### src/rtl/timer_dev_pkg.sv
// -----------------------------------------------------------------------------
// timer_dev_pkg
//   Shared definitions for the memory-mapped countdown timer:
//     - FSM state encoding (IDLE=0, LOAD=1, CNT=2, INT=3)
//     - CTRL field positions (Enable, Mode, IM) and the auto-reload mode code
//     - word offsets of the software-visible registers
//     - HWInt bit indices driven by the two bridge instances
//     - read_word(): the register read multiplexer
// -----------------------------------------------------------------------------
package timer_dev_pkg;

    typedef enum logic [1:0] {
        ST_IDLE = 2'd0,
        ST_LOAD = 2'd1,
        ST_CNT  = 2'd2,
        ST_INT  = 2'd3
    } state_e;

    // CTRL field positions
    localparam int CTRL_EN_BIT   = 0;
    localparam int CTRL_MODE_LSB = 1;
    localparam int CTRL_MODE_MSB = 2;
    localparam int CTRL_IM_BIT   = 3;

    // Only 2'b01 reloads; 2'b00 and 2'b1x both behave as one-shot.
    localparam logic [1:0] MODE_AUTO_RELOAD = 2'b01;

    // Word offsets (byte address bits [3:2])
    localparam logic [1:0] OFF_CTRL   = 2'd0;
    localparam logic [1:0] OFF_PRESET = 2'd1;
    localparam logic [1:0] OFF_COUNT  = 2'd2;

    // HWInt bits used by the two timer instances on the bridge
    localparam int TIMER0_HWINT_BIT = 2;
    localparam int TIMER1_HWINT_BIT = 3;

    // Register read mux; unmapped offset 3 reads as zero.
    function automatic logic [31:0] read_word(
        input logic [1:0]  addr,
        input logic [3:0]  ctrl,
        input logic [31:0] preset,
        input logic [31:0] count
    );
        logic [31:0] word;
        word = 32'd0;
        case (addr)
            OFF_CTRL:   word = {28'd0, ctrl};
            OFF_PRESET: word = preset;
            OFF_COUNT:  word = count;
            default:    word = 32'd0;
        endcase
        return word;
    endfunction

endpackage

### src/rtl/timer_dev.sv
// -----------------------------------------------------------------------------
// timer_dev
//   Countdown timer peripheral with one-shot and auto-reload modes. Raises a
//   registered interrupt request (IRQ = irq_flag & IM) for one HWInt bit.
//
// Ports:
//   clk    in   1   system clock, rising edge
//   reset  in   1   synchronous active-high reset, clears all state
//   Addr   in   2   word offset (0 CTRL, 1 PRESET, 2 COUNT, 3 unused)
//   WE     in   1   single-cycle write strobe
//   Din    in  32   write data
//   Dout   out 32   read data, combinational from Addr
//   IRQ    out  1   registered interrupt request
// -----------------------------------------------------------------------------
module timer_dev
    import timer_dev_pkg::*;
(
    input  logic        clk,
    input  logic        reset,
    input  logic [1:0]  Addr,
    input  logic        WE,
    input  logic [31:0] Din,
    output logic [31:0] Dout,
    output logic        IRQ
);

    logic [3:0]  ctrl_q,     ctrl_d;
    logic [31:0] preset_q,   preset_d;
    logic [31:0] count_q,    count_d;
    logic        irq_flag_q, irq_flag_d;
    logic        irq_q,      irq_d;
    state_e      state_q,    state_d;

    logic        enable;
    logic        auto_reload;

    assign enable      = ctrl_q[CTRL_EN_BIT];
    assign auto_reload = (ctrl_q[CTRL_MODE_MSB:CTRL_MODE_LSB] == MODE_AUTO_RELOAD);

    always_comb begin
        ctrl_d     = ctrl_q;
        preset_d   = preset_q;
        count_d    = count_q;
        irq_flag_d = irq_flag_q;
        state_d    = state_q;

        case (state_q)
            ST_IDLE: begin
                if (enable) begin
                    state_d = ST_LOAD;
                end
            end
            ST_LOAD: begin
                count_d = preset_q;
                state_d = ST_CNT;
            end
            ST_CNT: begin
                if (!enable) begin
                    state_d = ST_IDLE;
                end else if (count_q > 32'd1) begin
                    count_d = count_q - 32'd1;
                end else begin
                    // Handles COUNT==0 too, so PRESET=0 expires like PRESET=1
                    // and the counter can never wrap.
                    count_d    = 32'd0;
                    irq_flag_d = 1'b1;
                    state_d    = ST_INT;
                end
            end
            ST_INT: begin
                if (auto_reload) begin
                    irq_flag_d = 1'b0;
                    state_d    = ST_LOAD;
                end else begin
                    ctrl_d[CTRL_EN_BIT] = 1'b0;
                    state_d             = ST_IDLE;
                end
            end
            default: begin
                state_d = ST_IDLE;
            end
        endcase

        // Software writes are applied last so they override any FSM update
        // in the same cycle (CTRL value wins, and the flag clear wins).
        if (WE) begin
            case (Addr)
                OFF_CTRL: begin
                    ctrl_d     = Din[3:0];
                    irq_flag_d = 1'b0;
                end
                OFF_PRESET: begin
                    preset_d = Din;
                end
                default: begin
                end
            endcase
        end

        // IRQ is registered from next-state values so it rises on the same
        // edge that sets the flag and falls on the edge of the CTRL write.
        irq_d = irq_flag_d & ctrl_d[CTRL_IM_BIT];
    end

    always_ff @(posedge clk) begin
        if (reset) begin
            ctrl_q     <= 4'd0;
            preset_q   <= 32'd0;
            count_q    <= 32'd0;
            irq_flag_q <= 1'b0;
            irq_q      <= 1'b0;
            state_q    <= ST_IDLE;
        end else begin
            ctrl_q     <= ctrl_d;
            preset_q   <= preset_d;
            count_q    <= count_d;
            irq_flag_q <= irq_flag_d;
            irq_q      <= irq_d;
            state_q    <= state_d;
        end
    end

    assign Dout = read_word(Addr, ctrl_q, preset_q, count_q);
    assign IRQ  = irq_q;

endmodule

### config.mk
export PLATFORM = sky130hd
export DESIGN_NAME = timer_dev
export DESIGN_NICKNAME = d
export VERILOG_FILES = /design/src/rtl/timer_dev_pkg.sv /design/src/rtl/timer_dev.sv
export SDC_FILE = /design/constraint.sdc
export NUM_CORES = 1
export LEC_CHECK = 0
export ABC_AREA = 1
export CAP_MARGIN = 20
export CORE_UTILIZATION = 50
export CTS_BUF_LIST = sky130_fd_sc_hd__clkbuf_2
export CTS_CLUSTER_DIAMETER = 150
export DETAILED_ROUTE_END_ITERATION = 6
export PLACE_DENSITY_LB_ADDON = 0.08
export SLEW_MARGIN = 15
export SYNTH_ARGS = -nofsm -noshare
export SYNTH_HDL_FRONTEND = slang
export SYNTH_SLANG_ARGS = --single-unit
export TNS_END_PERCENT = 100
### constraint.sdc
create_clock -name clk -period 1.59 [get_ports clk]
set_input_delay 0.477 -clock clk [delete_from_list [all_inputs] [get_ports clk]]
set_output_delay 0.477 -clock clk [all_outputs]
set_load 0.01 [all_outputs]
### Word level (Yosys, flattened, before mapping)

Cells that the tools add are included.

* add/sub/neg operators: 1
* $mul: 0
* div/mod/pow operators: 0
* magnitude comparators: 1
* equal/unequal tests: 9
* shift operators: 0
* multiplexer cells: 19
* bitwise logic cells: 1
* reductions and logical operators: 7

Operator list (count)
* one-hot mux 32 bit (3 select lines): 1
* 2-to-1 mux 32 bit: 2
* one-hot mux 32 bit (2 select lines): 1
* greater-than comparator 32 x 1 -> 1 bit (second input constant): 1
* subtractor 32 x 1 -> 32 bit (second input constant): 1
* 2-to-1 mux 1 bit: 8
* 2-to-1 mux 4 bit: 2
* one-hot mux 2 bit (4 select lines): 1
* AND reduction 2 bit: 4
* == test 2 x 1 -> 1 bit (second input constant): 3
* == test 2 bit (second input constant): 3
* 2-to-1 mux 2 bit: 3
* zero test 2 bit: 2
* inequality test 2 bit (second input constant): 2
* inequality test 3 bit (second input constant): 1
* one-hot mux 1 bit (2 select lines): 1
* nonzero test 2 bit: 1
* bitwise AND 1 bit: 1

* flip-flop bits (word level): 72
* latch bits: 0
* RAM bits: 0
* ROM bits: 0
* bits of input ports: 37
* output and inout bits: 33
* logic and storage cells: 45
* memories kept: 0

### Depth between registers and ports, before layout

Gate-level depths: netlist of run 1.

* word-level depth: 7
* gate-level depth with buffers: 10

### Worst setup path after synthesis of run 1

OpenSTA, ideal clock, no wires.

* path kind: input-to-output
* start point: in Addr[0]
* end point: out Dout[10]
* arrival time: 1.242 ns
* required time: 1.113 ns
* path slack: -0.129 ns
* stages on the path: 5
* path through: inv_1 nor2_2 inv_2 buf_1 o22ai_1

* word-level cells in the longest chain between the ends: 2
* elaborated cells on any way between the ends: 4
* those cells by class: 2 x eq/ne; 1 x mux; 1 x reduce/logical

Ends and longest elaborated chain
* start: declaration: line timer_dev.sv:20 `input logic [1:0] Addr,`
* == test 2 bit, or another cell as far along: line timer_dev_pkg.sv:46 `case (addr)`
* one-hot mux 32 bit (3 select lines) (*): line timer_dev_pkg.sv:46
* end: declaration: line timer_dev.sv:23 `output logic [31:0] Dout,`

Every way passes the cells marked *; elsewhere a longest branch is shown, timed or not.

### Worst setup path after layout of run 1

* start point: reg count_q[25]
* end point: reg count_q[23]

* word-level cells in the longest chain between the ends: 4

Ends and longest elaborated chain
* start: declaration: line timer_dev.sv:29 `logic [31:0] count_q, count_d;`
* start signal: assignment: line timer_dev.sv:116 `count_q <= count_d;`
* greater-than comparator 32 x 1 -> 1 bit: line timer_dev.sv:60 `end else if (count_q > 32'd1) begin`
* 2-to-1 mux 32 bit: line timer_dev.sv:60
* 2-to-1 mux 32 bit: line timer_dev.sv:58 `if (!enable) begin`
* one-hot mux 32 bit (2 select lines): line timer_dev.sv:47 `case (state_q)`

No other way between the ends. The select of a mux whose other input is x is not followed.
A chain may end at the register's enable or synchronous reset.

==> results.sh, run 1 <==
export IMPL_syn_num_nets=652
export IMPL_grt_max_degree=37
export IMPL_timing_fmax_mhz=519
export IMPL_synth_warnings=0
export IMPL_synth_cell_types=28
export IMPL_antenna_cells=0
export IMPL_min_period_over_period=1.21
export IMPL_grt_overflow_total=0
export IMPL_hold_start="Addr[0]"
export IMPL_cts_tree="yes"
export IMPL_drc=0
export IMPL_syn_cell_area_um2=4050
export IMPL_cp_max_fo=6
export IMPL_fin_tns_setup_ns=-17.02
export IMPL_p_total_mw=7.11
export IMPL_fillers=405
export IMPL_clk_path_buf_depth=2
export IMPL_cts_root_buf="clkbuf_2"
export IMPL_finalWorstSetupSlack_ns=-0.337
export IMPL_die_y_um=92.0
export IMPL_wl_per_cell_um=21.9
export IMPL_violations="setup timing"
export IMPL_port_buffer_count=69
export IMPL_drt_total_wl_um=19400
export IMPL_layout_drive_gt1_share=0.444
export IMPL_ir_drop_mv=0.612
export IMPL_syn2layout_area_growth_pct=63.6
export IMPL_cp_start_kind="register"
export IMPL_yosysTopAreaCell="dfxtp_1"
export IMPL_hold_viol=0
export IMPL_first_iter_violations=670
export IMPL_numPlacedInstances=836
export IMPL_drv_slew=0
export IMPL_finalInstanceArea_um2=6620
export IMPL_report_final_setup_viol=67
export IMPL_finalWorstPathRequiredPeriod_ns=1.93
export IMPL_cap_violations=0
export IMPL_yosysSeqAreaShare=0.356
export IMPL_p_leak_nw=2.78
export IMPL_antenna_found_initial=1
export IMPL_place_gp_congestion=0.920
export IMPL_cts_sinks=72
export IMPL_worst_ep_arrival_time_ns=2.38
export IMPL_tightest_slew_ns=0.491
export IMPL_syn_instance_count=613
export IMPL_insertion_delay_ns=0.56
export IMPL_rsz0062_at_grt="yes"
export IMPL_skew_ns=0.0438
export IMPL_place_area_um2=5550
export IMPL_startpoint="count_q[25]"
export IMPL_start_util=0.521
export IMPL_holdCritPathClass="primary input to register"
export IMPL_io_pins=70
export IMPL_vias=5587
export IMPL_grt_pass1_wl_um=23400
export IMPL_die_x_um=92.0
export IMPL_crit_type="register to register"
export IMPL_dpl_hpwl_um=8980
export IMPL_fin_hold_ws_ns=0.427
export IMPL_required_ns=2.04
export IMPL_cp_end_kind="register"
export IMPL_final_antenna_net_count=0
export IMPL_p_per_area_nw_per_um2=1070
export IMPL_htree_num_levels=3
export IMPL_cts_made_buffers=9
export IMPL_synthTopCellsByArea="dfxtp_1 (36%), o21ai_0 (14%), a21oi_1 (8.4%)"
export IMPL_core_area_um2=7770
export IMPL_ys_seq_elements=72
export IMPL_final_cells=888
export IMPL_status="complete, but fails checks"
export IMPL_track_usage=0.350
export IMPL_via_per_inst=6.29
export IMPL_timing_slew_headroom=0.670
export IMPL_synth_avg_cell_area_um2=6.61
export IMPL_fin_nets=820
export IMPL_regToRegStartpoint="count_q[25]"
export IMPL_first_pass_iters=6
export IMPL_num_rows=32
export IMPL_synth_top_area_share=0.356
export IMPL_first_global_vias=4949
export IMPL_cts_hold_buf=0
export IMPL_fp_dieArea_um2=8460
export IMPL_clkSlewWorstSetupHoldPaths_ns=0.21
[power by group]
group | leakage [nW] | internal (mW) | total, mW | switching [mW]
sequential | 0.605 | 1.97 | 2.13 | 0.155
clock | 0.0708 | 0.361 | 1.09 | 0.725
combinational | 2.10 | 1.52 | 3.90 | 2.38
[repair_timing]
item	in CTS	in global routing
gates resized for setup	230	140
pin swaps	15	37
buffers inserted	15	15
setup endpoints to repair	65	68
cloned	6	1
[layout make-up]
type / instances / area (um2) / area share
timing repair buffer: 186 / 1700 / 0.256
sequential: 72 / 1500 / 0.227
multi-input combinational: 425 / 2860 / 0.431
clock buffer: 11 / 55.1 / 0.00831
tap: 102 / 128 / 0.0193
clock inverter: 5 / 47.5 / 0.00718
inverter: 87 / 339 / 0.0512
[state kept, by name, summed over array words and instances, names as in the netlist]
signal	count
preset_q	32
IRQ	1
ctrl_q	4
count_q	32
irq_flag_q	1
state_q	2
[synthesized netlist by cell type]
cell,instances
inv_1,86
o21ai_0,111
nor2_1,56
xor2_1,9
o211ai_1,1
a21oi_2,1
buf_4,2
nand3_1,34
nand4_1,3
a211oi_1,1
buf_1,2
dfxtp_1,72
clkbuf_1,21
nor3_1,2
a21oi_1,68
buf_6,1
nand2_1,86
ha_1,2
nor2_4,9
nor2_8,1
nand3_2,1
o22ai_1,27
nand2_4,2
o221ai_1,3
inv_2,1
nor2_2,3
buf_2,4
nand2_2,4
[path summary, 6_finish.rpt]
| kind | end | slack, ns | depth (start not counted) |
|---|---|---|---|
| setup / recovery | count_q[23] | -0.34 | 9 |
| hold / removal | ctrl_q[3] | 0.43 | 5 |
| setup reg to reg | count_q[23] | -0.34 | 9 |
| hold reg to reg | preset_q[24] | 0.50 | 2 |
[cell usage in the layout, fill, tap and decap left out, types with 2 or more instances in the layout]
master           Yosys  routed
o21ai_0            111     104
buf_4                2      84
inv_1               86      77
nand2_1             86      58
a21oi_1             68      53
dfxtp_1             72      40
clkdlybuf4s50_1      0      34
nor2_1              56      31
buf_2                4      31
nor2_4               9      28
o22ai_2              0      25
dfxtp_2              0      23
nand2_2              4      23
buf_6                1      21
nand3_1             34      20
a21oi_2              1      16
clkbuf_2             0      12
nor2_2               3      10
nand2_4              2      10
dfxtp_4              0       9
nand3_2              1       8
inv_2                1       7
nand3_4              0       7
o21ai_1              0       6
xor2_1               9       6
buf_12               0       6
buf_16               0       5
o221ai_2             0       3
nand4_1              3       3
xor2_2               0       3
buf_8                0       3
inv_6                0       2
clkinv_1             0       2
clkinv_2             0       2
[cells by family (layout without fill, tap and decap cells)]
kind of cell / count (synthesis) / in the layout / synth area share
AOI/OAI and AO/OA: 212 / 212 / 0.275
xor gates and xnor gates: 9 / 9 / 0.0195
adders and majority gates: 2 / 2 / 0.00618
buffers and inverters: 117 / 289 / 0.113
DFF: 72 / 72 / 0.356
and+or+nand+nor: 201 / 202 / 0.230
[metal layers]
| layer | wire [um] | vias to the layer above | share of wire | GRT usage |
|---|---|---|---|---|
| met3 | 2210 | 180 | 0.11 | 0.0638 |
| met5 | 13 | - | 0.00067 | 0 |
| met1 | 6650 | 2575 | 0.34 | 0.420 |
| met2 | 8890 | 456 | 0.46 | 0.596 |
| met4 | 1650 | 2 | 0.085 | 0.176 |
| li1 | - | 2374 | - | - |
[worst max-delay path: stages (launching register included)]
cell and delay, ns:
dfxtp_2 0.39, nor2_2 0.12, nand2_1 0.12, nor2_2 0.28
nand3_2 0.22, nor2_4 0.25, nor2_4 0.08, buf_6 0.15
nand3_1 0.12, a21oi_1 0.09
[per-stage QoR]
step,setup WS (ns),utilization
after floorplan,-0.0440,-
after global placement,-0.987,0.714
after detailed placement,-1.06,0.714
after CTS,-0.232,0.771
after global routing,-0.365,0.853
final,-0.337,0.853
(Power assumes the default switching activity.)
==> run 2, diff against run 1 <==
--- a/config.mk
+++ b/config.mk
@@ -6,8 +6,8 @@
 export NUM_CORES = 1
 export LEC_CHECK = 0
 export ABC_AREA = 1
-export CAP_MARGIN = 20
-export CORE_UTILIZATION = 50
+export CAP_MARGIN = 30
+export CORE_UTILIZATION = 53
 export CTS_BUF_LIST = sky130_fd_sc_hd__clkbuf_2
 export CTS_CLUSTER_DIAMETER = 150
 export DETAILED_ROUTE_END_ITERATION = 6
==> constraint.sdc (replaced) <==
create_clock -name clk -period 1.95 [get_ports clk]
set_input_delay 0.585 -clock clk [delete_from_list [all_inputs] [get_ports clk]]
set_output_delay 0.585 -clock clk [all_outputs]
set_load 0.01 [all_outputs]
==> run 2 against run 1 <==
  * The run still ends with setup timing left
  * Critical endpoint is now Dout[19]
  * Register-to-register slack better by 0.49 ns
  * Combinational power down 54%
  * Largest cell class unchanged
  * Largest power group unchanged
  * Sequential share of layout area up 6.4 points
==> results.sh, run 2 (synthesis results as in run 1) <==
export IMPL_status="complete, but fails checks"
export IMPL_violations="setup timing"
export IMPL_cp_end_kind="primary output"
export IMPL_r2r_slack_ns=0.15
export IMPL_rsz0062_at_grt="yes"
export IMPL_holdCritPathClass="register to register"
export IMPL_die_y_um=89.4
export IMPL_report_final_setup_viol=4
export IMPL_antenna_cells=0
export IMPL_startpoint="Addr[0]"
export IMPL_grt_pass1_wl_um=18200
export IMPL_finalWorstPathRequiredPeriod_ns=1.97
export IMPL_layout_drive_gt1_share=0.225
export IMPL_insertion_delay_ns=0.54
export IMPL_timing_slew_headroom=0.675
export IMPL_numPlacedInstances=775
export IMPL_drt_total_wl_um=11600
export IMPL_timing_critical_path_mode_cell="inv_4"
export IMPL_first_iter_violations=243
export IMPL_start_util=0.552
export IMPL_htree_num_levels=3
export IMPL_cp_max_fo=10
export IMPL_p_comb_frac=0.412
export IMPL_clockPowerShare=0.190
export IMPL_fin_tns_setup_ns=-0.0338
export IMPL_required_ns=1.36
export IMPL_grt_overflow_total=0
export IMPL_track_usage=0.300
export IMPL_hold_start="preset_q[4]"
export IMPL_worst_ep_arrival_time_ns=1.39
export IMPL_wl_per_cell_um=14.6
export IMPL_switching_share=0.412
export IMPL_p_leak_nw=2.21
export IMPL_timing_fmax_mhz=507
export IMPL_grt_max_degree=40
export IMPL_port_buffer_count=69
export IMPL_crit_type="primary input to primary output"
export IMPL_finalWorstSetupSlack_ns=-0.0218
export IMPL_path_buf_inv=5
export IMPL_drc=0
export IMPL_first_global_vias=3924
export IMPL_final_cells=800
export IMPL_cts_tree="yes"
export IMPL_rr_endpoint="count_q[17]"
export IMPL_ir_drop_mv=0.463
export IMPL_cts_sinks=72
export IMPL_die_x_um=89.4
export IMPL_pwr_share_seq=0.397
export IMPL_fp_dieArea_um2=7990
export IMPL_min_period_over_period=1.01
export IMPL_core_area_um2=7330
export IMPL_cts_root_buf="clkbuf_2"
export IMPL_clk_path_buf_depth=2
export IMPL_skew_ns=0.0312
export IMPL_crit_cells=7
export IMPL_cp_start_kind="primary input"
export IMPL_crit_end="Dout[19]"
export IMPL_cpLargestDelayFamily="buffers and inverters"
export IMPL_crit_slowest_cell="clkbuf_16"
export IMPL_drv_slew=0
export IMPL_via_per_inst=5.47
export IMPL_final_antenna_net_count=0
export IMPL_tightest_slew_ns=0.486
export IMPL_fin_hold_ws_ns=0.483
export IMPL_switchingPower_mw=1.78
export IMPL_cpPeakStageDelay_ns=0.18
export IMPL_cap_violations=0
export IMPL_cp_cell_sequence="buf_4 -> inv_4 -> nor2_4 -> inv_4 -> clkbuf_16 -> o22ai_1 -> buf_2"
export IMPL_vias=4372
export IMPL_io_pins=70
export IMPL_dpl_hpwl_um=7770
export IMPL_first_pass_iters=5
export IMPL_seq_area_um2=1510
export IMPL_p_per_area_nw_per_um2=833
export IMPL_p_int_mw=2.54
export IMPL_hold_viol=0
export IMPL_place_gp_congestion=0.855
export IMPL_finalInstanceArea_um2=5180
export IMPL_layout_common_cells="o21ai_0 (110), nand2_1 (84), inv_1 (79)"
export IMPL_ff2ff_path_depth=9
export IMPL_cts_made_buffers=9
export IMPL_layout_commonest_cell="o21ai_0"
export IMPL_clkSlewWorstSetupHoldPaths_ns=0.18
export IMPL_fin_nets=736
export IMPL_num_rows=31
export IMPL_fillers=643
export IMPL_multi_input_area_um2=2250
export IMPL_syn2layout_area_growth_pct=28.0
export IMPL_dpl_worst_slack_ns=-0.890
export IMPL_cts_hold_buf=0
export IMPL_place_area_um2=4980
export IMPL_reg_top3="count_q: 32 flops, preset_q: 32 flops, ctrl_q: 4 flops"
export IMPL_antenna_found_initial=0
export IMPL_regToRegStartpoint="count_q[1]"
## run 2: cell types whose count changed in the layout (fill, tap and decap cells not counted), moves of 15 or more
cell,previous run,this run
buf_4,84,26
nand2_1,58,84
nor2_1,31,55
buf_6,21,1
nand2_2,23,5
nor2_4,28,11
a21oi_1,53,68
a21oi_2,16,1
o22ai_1,1,16
## run 2: layout make-up
type,instances,share of cell area
inverters,87,0.0640
well taps,99,0.0239
repair buffers,102,0.167
clock inverters,5,0.00942
multi-input cells,425,0.435
clock buffers,10,0.00966
flip-flops and latches,72,0.291
## run 2: through the flow
step | total power [mW] | utilization
after floorplan | 2.92 | -
after global placement | 3.40 | 0.679
after detailed placement | 3.43 | 0.679
after CTS | 4.24 | 0.686
after global routing | 4.62 | 0.707
final | 4.32 | 0.707
## run 2: worst min-delay path by stage
| stage | endpoint | depth (start not counted) |
|---|---|---|
| after floorplan | preset_q[7] | 2 |
| after global placement | preset_q[10] | 2 |
| after detailed placement | preset_q[25] | 2 |
| after CTS | preset_q[27] | 2 |
| after global routing | preset_q[26] | 2 |
| final | preset_q[4] | 2 |
## run 2: metal layers
metal | part of all wire | wire length, um | track usage
met4 | 0.027 | 312 | 0.0981
met3 | 0.059 | 685 | 0.0674
met2 | 0.47 | 5420 | 0.491
met5 | 0 | 0 | 0
met1 | 0.45 | 5230 | 0.392
## run 2: power by group through the flow
| stage | logic [mW] | clock network [mW] | registers [mW] |
|---|---|---|---|
| 2_1_floorplan | 1.21 | 0 | 1.71 |
| 3_3_place_gp | 1.67 | 0 | 1.73 |
| 3_5_place_dp | 1.70 | 0 | 1.73 |
| 4_1_cts | 1.71 | 0.826 | 1.70 |
| 5_1_grt | 1.99 | 0.896 | 1.73 |
| 6_report | 1.78 | 0.822 | 1.72 |
## run 2: tightest hold or removal path, cell delays in order (launching register included)
cell and delay [ns]:
dfxtp_1 0.35, inv_1 0.06, a21oi_1 0.05
## run 2: what timing repair did
action / CTS / global route
endpoints found under the setup margin: 64 / 31
resized for setup: 171 / 42
cloned: 1 / 1
pin swaps: 2 / 5
buffers inserted: 0 / 8
